<file path="src/rtl/pktd_fifo_ctrl.sv">
// Packet-aware FIFO controller for the pktd data memory: commits whole frames from the host
// writer, rolls back aborted/oversize frames, and streams committed frames to the MAC tx path.
module pktd_fifo_ctrl #(
  parameter int DWIDTH    = 32,
  parameter int AWIDTH    = 10,
  parameter int PKT_DEPTH = 16,
  parameter int MAX_LEN   = 384
) (
  input  logic                         clk,
  input  logic                         rst,
  input  logic                         wr_valid,
  output logic                         wr_ready,
  input  logic [DWIDTH-1:0]            wr_data,
  input  logic                         wr_last,
  input  logic                         wr_abort,
  output logic                         rd_valid,
  input  logic                         rd_ready,
  output logic [DWIDTH-1:0]            rd_data,
  output logic                         rd_last,
  output logic [AWIDTH-1:0]            mem_waddr,
  output logic [DWIDTH-1:0]            mem_wdata,
  output logic                         mem_write,
  output logic [AWIDTH-1:0]            mem_raddr,
  input  logic [DWIDTH-1:0]            mem_rdata,
  output logic [$clog2(PKT_DEPTH):0]   pkt_cnt,
  output logic [15:0]                  drop_cnt
);
  localparam int DEPTH = 1 << AWIDTH;
  localparam int PW    = AWIDTH + 1;
  localparam int LW    = $clog2(MAX_LEN + 1);
  localparam int QW    = $clog2(PKT_DEPTH);
  localparam int CW    = QW + 1;

  typedef enum logic [1:0] {W_IDLE, W_WRITE, W_DROP} wstate_t;
  typedef enum logic {R_IDLE, R_STREAM} rstate_t;

  wstate_t wst, wst_nx;
  rstate_t rs, rs_nx;

  logic [PW-1:0] wr_ptr, cmt_ptr, rd_ptr, used;
  logic [LW-1:0] wcnt, wlen_nx, rcnt;
  logic [CW-1:0] lf_wp, lf_rp;
  logic [LW-1:0] len_mem [PKT_DEPTH];

  logic accept, in_frame, commit, abort_w, ovf, lf_empty, pop, rd_take, rd_done;

  assign used     = wr_ptr - rd_ptr;
  assign wlen_nx  = wcnt + LW'(1);
  assign accept   = wr_valid && wr_ready;
  assign in_frame = (wst != W_DROP);
  assign commit   = accept && in_frame && wr_last && !wr_abort;
  assign abort_w  = accept && in_frame && wr_abort;
  // Oversize: the beat that reaches MAX_LEN without last; a last on that beat still commits.
  assign ovf      = accept && in_frame && !wr_abort && !wr_last && (wlen_nx == LW'(MAX_LEN));

  always_comb begin
    wr_ready = 1'b0;
    if (!rst)
      wr_ready = (wst == W_DROP) ? 1'b1
               : (used != PW'(DEPTH)) && (pkt_cnt != CW'(PKT_DEPTH));
  end

  assign mem_write = accept && in_frame && !wr_abort;
  assign mem_waddr = wr_ptr[AWIDTH-1:0];
  assign mem_wdata = wr_data;

  // Only committed lengths are ever popped, so reads cannot overtake cmt_ptr.
  assign lf_empty  = (lf_wp == lf_rp);
  assign pop       = (rs == R_IDLE) && !lf_empty;
  assign rd_valid  = !rst && (rs == R_STREAM);
  assign rd_last   = rd_valid && (rcnt == LW'(1));
  assign rd_data   = mem_rdata;
  assign mem_raddr = rd_ptr[AWIDTH-1:0];
  assign rd_take   = rd_valid && rd_ready;
  assign rd_done   = rd_take && (rcnt == LW'(1));

  always_comb begin
    wst_nx = wst;
    case (wst)
      W_IDLE, W_WRITE:
        if (accept) begin
          if (wr_abort || wr_last) wst_nx = W_IDLE;
          else if (ovf)            wst_nx = W_DROP;
          else                     wst_nx = W_WRITE;
        end
      W_DROP:
        if (accept && (wr_last || wr_abort)) wst_nx = W_IDLE;
      default: wst_nx = W_IDLE;
    endcase
  end

  always_comb begin
    rs_nx = rs;
    case (rs)
      R_IDLE:   if (pop)     rs_nx = R_STREAM;
      R_STREAM: if (rd_done) rs_nx = R_IDLE;
      default:  rs_nx = R_IDLE;
    endcase
  end

  always_ff @(posedge clk) begin
    if (commit) len_mem[lf_wp[QW-1:0]] <= wlen_nx;
  end

  always_ff @(posedge clk) begin
    if (rst) begin
      wst      <= W_IDLE;
      rs       <= R_IDLE;
      wr_ptr   <= '0;
      cmt_ptr  <= '0;
      rd_ptr   <= '0;
      wcnt     <= '0;
      rcnt     <= '0;
      lf_wp    <= '0;
      lf_rp    <= '0;
      pkt_cnt  <= '0;
      drop_cnt <= '0;
    end else begin
      wst <= wst_nx;
      rs  <= rs_nx;

      if (abort_w || ovf)  wr_ptr <= cmt_ptr;
      else if (mem_write)  wr_ptr <= wr_ptr + PW'(1);

      if (accept && in_frame) wcnt <= (abort_w || commit || ovf) ? '0 : wlen_nx;

      if (commit) begin
        cmt_ptr <= wr_ptr + PW'(1);
        lf_wp   <= lf_wp + CW'(1);
      end

      if ((abort_w || ovf) && drop_cnt != 16'hFFFF) drop_cnt <= drop_cnt + 16'd1;

      if (pop) begin
        rcnt  <= len_mem[lf_rp[QW-1:0]];
        lf_rp <= lf_rp + CW'(1);
      end else if (rd_take) begin
        rcnt  <= rcnt - LW'(1);
      end
      if (rd_take) rd_ptr <= rd_ptr + PW'(1);

      // Commit and final read on the same edge cancel out.
      if (commit && !rd_done)      pkt_cnt <= pkt_cnt + CW'(1);
      else if (!commit && rd_done) pkt_cnt <= pkt_cnt - CW'(1);
    end
  end
endmodule
</file>
<file path="config.mk">
export PLATFORM = sky130hd
export DESIGN_NAME = pktd_fifo_ctrl
export DESIGN_NICKNAME = d
export VERILOG_FILES = /design/src/rtl/pktd_fifo_ctrl.sv
export SDC_FILE = /design/constraint.sdc
export NUM_CORES = 1
export LEC_CHECK = 0
export ABC_AREA = 1
export ABC_CLOCK_PERIOD_IN_PS = 4580
export CAP_MARGIN = 20
export CELL_PAD_IN_SITES_DETAIL_PLACEMENT = 1
export CELL_PAD_IN_SITES_GLOBAL_PLACEMENT = 1
export CORE_AREA = 3 3 141 212
export CTS_CLUSTER_SIZE = 8
export DETAILED_ROUTE_END_ITERATION = 7
export DIE_AREA = 0 0 144 215
export GPL_TIMING_DRIVEN = 0
export PLACE_DENSITY = 0.81
export SKIP_CTS_REPAIR_TIMING = 1
export SLEW_MARGIN = 20
export SYNTH_ARGS = -nofsm -noshare
export SYNTH_HDL_FRONTEND = slang
export SYNTH_SLANG_ARGS = --single-unit
</file>
<file path="constraint.sdc">
create_clock -name clk -period 4.58 [get_ports clk]
set_input_delay 0.916 -clock clk [delete_from_list [all_inputs] [get_ports clk]]
set_output_delay 0.916 -clock clk [all_outputs]
set_load 0.005 [all_outputs]
</file>
* Word-level counts from Yosys, hierarchy flattened
Memory sizes are Yosys's and may differ from the RTL's. A register that Yosys moved wholly into a read port is not among the register bits.
Cells that the tools add are included.
** Word-level totals
- Flip-flop bits (word level) :: 85
- Bits in writable memories :: 144
- Bits of input ports :: 70
- Output and inout bits :: 109
- Word-level logic and storage cells :: 89
- Memories kept :: 1
** Memories
- len_mem :: depth 16, width 9, read ports 1, clocked after Yosys merged registers in 1, write ports 1, RTL line 43 : logic [LW-1:0] len_mem [PKT_DEPTH];
** Cells by class
- $add $sub $neg :: 10
- Equality and inequality tests :: 11
- Mux-type cells :: 21
- Bitwise operators :: 1
- Reductions and logical operators :: 34
** Operators with widths (number)
- $mux 9 :: 3
- $add 11x1->11 const B :: 2
- $mux 11 :: 2
- $logic_and 1x1->1 :: 18
- $add 16x1->16 const B :: 1
- $ne 16x16->1 const B :: 1
- $add 5x1->5 const B :: 3
- $ne 11x11->1 const B :: 1
- $sub 11x11->11 :: 1
- $mux 5 :: 2
- $add 9x1->9 const B :: 1
- $eq 9x1->1 const B :: 1
- $eq 9x9->1 const B :: 1
- $sub 9x1->9 const B :: 1
- $mux 2 :: 4
- $mux 4 :: 2
- $logic_not 1->1 :: 6
- $mux 1 :: 6
- $reduce_bool 2->1 :: 3
- $eq 5x5->1 :: 1
- $ne 5x5->1 const B :: 1
- $sub 5x1->5 const B :: 1
- $logic_or 1x1->1 :: 4
- $ne 2x2->1 const B :: 2
- other kinds (9) :: 9

* Longest topological paths before layout
- Word-level depth :: 14
- Depth in mapped cells :: 30
- Gate-level depth less buffers :: 29

* Worst setup path before layout
Ideal clock, no wire load.
- Path kind :: register to register
- From :: register rd_ptr[6]
- To :: register pkt_cnt[4]
- Library setup time :: 0.119 ns
- Data arrival time :: 3.419 ns
- Path slack :: 1.042 ns
- Cell stages (with the launch flop) :: 28
- Path buffers :: 1
- Cells stage by stage :: dfxtp_1 > inv_1 > ha_1 > nand2_1 > nor2_1 > nand3_1 > nand3_1 > nand2_1 > nand2_1 > nor2_1 > nand2_1 > nor2_1 > nor2_2 > nand4_4 > nor2_4 > nand2_2 > clkinv_2 > buf_6 > ha_1 > inv_1 > fa_1 > a21o_1 > a21oi_1 > nor2_1 > nor2_1 > nand2_1 > o21ai_0 > a21oi_1
** Between the ends
- Cells in the longest elaborated chain, start to end :: 12
- Elaborated cells between the ends (all ways) :: 14
** RTL lines
- start: declaration :: RTL line 40 : logic [PW-1:0] wr_ptr, cmt_ptr, rd_ptr, used;
- start signal: assignment :: RTL line 140 : if (rd_take) rd_ptr <= rd_ptr + PW'(1);
- $sub 11x11->11 * :: RTL line 47 : assign used = wr_ptr - rd_ptr;
- $ne 11x11->1 * :: RTL line 60 : : (used != PW'(DEPTH)) && (pkt_cnt != CW'(PKT_DEPTH));
- $logic_and 1x1->1 * :: RTL line 60
- $mux 1 * :: RTL line 59 : wr_ready = (wst == W_DROP) ? 1'b1
- $mux 1 * :: RTL line 58 : if (!rst)
- $logic_and 1x1->1 * :: RTL line 49 : assign accept = wr_valid && wr_ready;
- $logic_and 1x1->1 * (3 in series) :: RTL line 51 : assign commit = accept && in_frame && wr_last && !wr_abort;
- named net commit :: RTL line 45 : logic accept, in_frame, commit, abort_w, ovf, lf_empty, pop, rd_take, rd_done;
- $logic_not 1->1 :: RTL line 144 : else if (!commit && rd_done) pkt_cnt <= pkt_cnt - CW'(1);
- $logic_and 1x1->1 :: RTL line 144
- $reduce_bool 2->1 (no line)
- end signal: assignment :: RTL line 143 : if (commit && !rd_done) pkt_cnt <= pkt_cnt + CW'(1);
- end signal: assignment :: RTL line 144
- end: declaration :: RTL line 25 : output logic [$clog2(PKT_DEPTH):0] pkt_cnt,
The timed path passes the listed nets; every way through them passes the cells marked *.
A chain may end at the register's enable or synchronous reset.

* Worst setup path in the final report
- From :: register rd_ptr[7]
- To :: output mem_write
** Between the ends
- Cells in the longest elaborated chain, start to end :: 8
** RTL lines
- $sub 11x11->11 :: RTL line 47
- $ne 11x11->1 :: RTL line 60
- $logic_and 1x1->1 :: RTL line 60
- $mux 1 :: RTL line 59
- $mux 1 :: RTL line 58
- $logic_and 1x1->1 :: RTL line 49
- $logic_and 1x1->1 (2 in series) :: RTL line 63 : assign mem_write = accept && in_frame && !wr_abort;
- end: declaration :: RTL line 22 : output logic mem_write,
No other way between the ends.

==> flow_summary.json <==
{
  "worstSkewPairLatency_ns": 0.51,
  "gp_congestion": 0.883,
  "global_route.overflow_total": 0,
  "critPathLaunch": "rd_ptr[7]",
  "initial_cell_density_of_the_core_pct": 41.1,
  "synth_nets": 1375,
  "cp.required_ns": 3.66,
  "crit_path_start_kind": "flop",
  "final_core_util_pct": 50.9,
  "vias_in_the_first_global_route": 10500,
  "final_count_of_pins_violating_max_slew": 0,
  "io_buffer_count": 113,
  "clockRootBuffer": "clkbuf_16",
  "num_antenna_cells": 0,
  "highest_clock_frequency_the_design_can_meet_mhz": 227,
  "ctsLongestPathBuffers": 3,
  "cts-buffers-inserted": 35,
  "hold_path.class": "reg -> reg",
  "yosys.area_share.simple_pct": 17.2,
  "main_combinational_cell_family_by_area_after_synthesis": "simple AND/OR/NAND/NOR gates",
  "via_count": 9806,
  "clock_tree_from_tritoncts": "built",
  "outcome": "complete, no violations",
  "area_delta_synth_final_pct": 23.8,
  "post_synthesis_instance_area_sq_um": 11500,
  "cts.sink_count": 233,
  "timing.final.hold_violations": 0,
  "ys_seq_area_share_pct": 52.9,
  "grt_antenna_before_repair": 0,
  "hold_path_startpoint": "cmt_ptr[5]",
  "design.final.nets": 1529,
  "gr-usage-all-layers_pct": 23.5,
  "dominantRegCellSynth": "edfxtp_1",
  "vert_die_dim_um": 215,
  "finalCritPeriodShare_pct": 96.0,
  "worst_ir_drop_on_vdd_v": 0.000319,
  "core-area_sq_um": 28100,
  "drive_above_1_share_pct": 12.6,
  "end_kind": "primary output",
  "max-cap-violations": 0,
  "synth_cell_types": 43,
  "detail_route.vias_per_cell": 5.44,
  "clk_pin_slew_ns": 0.06,
  "sw_ratio_pct": 32.6,
  "route.detailed.wl_per_inst_um": 20.7,
  "synth-edff-count": 144,
  "pwr-share-comb_pct": 24.2,
  "drt_iter0_drc": 584,
  "crit_fanout": 10,
  "power_density_nw_per_um2": 435,
  "synthXorXnorAreaFrac_pct": 3.18,
  "finalSetupViolations": 0,
  "die-area_sq_um": 31000,
  "first_pass_grt_wire_length_mm": 57.0,
  "h-tree-depth": 2,
  "share_of_synthesized_cell_area_in_full_adder_half_adder_and_majority_cells_pct": 2.99,
  "internal-power_w": 0.00419,
  "netlist_instances": 1278,
  "total_leakage_power_nw": 5.26,
  "post_synth_mux_area_share_pct": 0,
  "compound_gate_fraction_of_synth_area_pct": 12.3,
  "fin_skew_ns": 0.0196,
  "postSynth.asyncResetShare_pct": 0,
  "worstMarginPinSlew_ns": 1.10,
  "worst-endpoint-arrival_ns": 3.48,
  "seq_power_share_pct": 37.7,
  "grt_max_degree": 19,
  "drt_pass1_iterations": 5,
  "synth_seq_cells": 233,
  "worst_r2r_startpoint": "rd_ptr[7]",
  "dp_hpwl_mm": 26.5,
  "remaining_antenna_violation_count_after_routing": 0,
  "timing.max_slew.rel_slack_pct": 26.7,
  "yosysWarnings": 0,
  "core.rowCount": 75,
  "stdcell_count": 1801,
  "synthesis.area_per_instance_sq_um": 9.03,
  "place_inst": 1738,
  "power.clock.fraction_pct": 38.1,
  "drcViolationCount": 0,
  "totalWireLength_mm": 37.2,
  "top_level_ports": 179,
  "critPathKind": "reg -> out",
  "die_x_um": 144,
  "fin_crit_ns": 4.40,
  "power.net_switching_w": 0.00203
}
[cell families (layout without fill, tap and decap cells)]
logic type               Yosys count  in the layout
flip-flops                       233            233
AND/OR/NAND/NOR                  473            473
adder cells (fa/ha/maj)           27             27
XOR/XNOR                          41             41
AO/OA/AOI/OAI                    249            249
buffers and inverters            255            432
[sequential cells by signal, summed over array words and instances (netlist names), named ones only]
signal	cells
wcnt	9
rcnt	9
cmt_ptr	11
rs	1
len_mem	144
wst	2
pkt_cnt	5
wr_ptr	11
drop_cnt	16
lf_rp	5
lf_wp	5
rd_ptr	11
[per-stage QoR]
step                      TNS [ns]  power [W]  hold WS, ns  setup slack [ns]  area (sq um)
final                            0    0.00622        0.473             0.181         14300
after global routing       -0.0205    0.00647        0.506           -0.0193         14300
after CTS                   -0.166    0.00622        0.476            -0.166         14100
after detailed placement    -0.256    0.00384        0.463            -0.196         13200
after global placement      -0.110    0.00377        0.450            -0.110         13100
after floorplan                  0    0.00326        0.440              1.04         11500
[power groups by stage]
| stage | sequential (W) | clock, W | combinational (W) |
|---|---|---|---|
| after floorplan | 0.00236 | 0 | 0.000902 |
| after global placement | 0.00238 | 0 | 0.00139 |
| after detailed placement | 0.00238 | 0 | 0.00146 |
| after CTS | 0.00234 | 0.00239 | 0.00148 |
| after global routing | 0.00235 | 0.00248 | 0.00164 |
| final | 0.00235 | 0.00237 | 0.00151 |
[final timing paths]
kind	to	slack, ns	cells after the start
max	mem_write	0.18	17
min	cmt_ptr[5]	0.47	2
min reg2reg	cmt_ptr[5]	0.47	2
max reg2reg	pkt_cnt[4]	0.42	27
[Yosys cell counts, types with 2 or more instances]
cell type    n  area share, %
o22ai_1     14           0.76
xnor2_1      7           0.53
buf_6        5           0.49
nor2_4       2           0.20
edfxtp_1   144             37
buf_4       84            5.5
a21oi_1     67            2.9
nand3b_1     3           0.20
inv_1      115            3.7
o221ai_1    22            1.7
a31oi_1      7           0.38
nand3_1     61            2.6
dfxtp_1     89             15
nor4_1       5           0.27
xor2_1      33            2.5
ha_1        26            2.8
o211ai_1    12           0.78
nor3b_1      2           0.13
nand2_1    185            6.0
a21o_1       2           0.13
buf_2        2          0.087
nand4_1      8           0.43
nand2_2      2           0.11
o21bai_1     2           0.13
nor2_2       3           0.16
nor3_1      19           0.82
clkbuf_1    43            1.4
nor2_1     179            5.8
o21ai_0    119            5.2
inv_2        3          0.098
[worst max-delay path: stages, from the launching register on]
cell             delay (ns)
dfxtp_2                0.40
inv_1                  0.06
ha_1                   0.38
nand2_1                0.13
nor2_2                 0.13
nand3_1                0.16
nand3_1                0.12
nand2_1                0.05
nand2_1                0.05
inv_1                  0.03
nand2_1                0.13
nor2_1                 0.07
nor2_2                 0.12
nand4_4                0.13
nor2_4                 0.13
buf_6                  0.16
buf_6                  0.17
clkdlybuf4s50_1        0.53
[area by class of cell]
cell class | instances | area, sq um
clock buffers | 56 | 955
flip-flops and latches | 233 | 6110
clock inverters | 4 | 35.0
multi-input cells | 790 | 4270
plain buffers | 135 | 862
repair buffers | 117 | 1160
fillers | 3237 | 13800
inverters | 120 | 455
well taps | 346 | 433
[metal layers]
metal  part of all wire, %  GRT usage [%]
met5                     0              0
met4                   4.0           9.45
met3                   5.2           3.14
met2                    55           45.7
met1                    36           24.7
[cell usage in the layout, fill, tap and decap left out, types with 6 or more instances in the layout]
cell	netlist	layout
xnor2_1	7	6
o22ai_1	14	14
a21oi_1	67	65
nor3_1	19	19
edfxtp_1	144	144
inv_1	115	114
clkbuf_16	0	35
nor2_2	3	14
xor2_1	33	28
a31oi_1	7	7
nor2_1	179	168
buf_6	5	6
ha_1	26	19
clkbuf_1	43	64
nand2_1	185	185
o221ai_1	22	22
o211ai_1	12	12
dfxtp_1	89	84
clkdlybuf4s50_1	0	113
buf_4	84	87
nand4_1	8	8
o21ai_0	119	119
nand3_1	61	60
(Power assumes the default switching activity.)
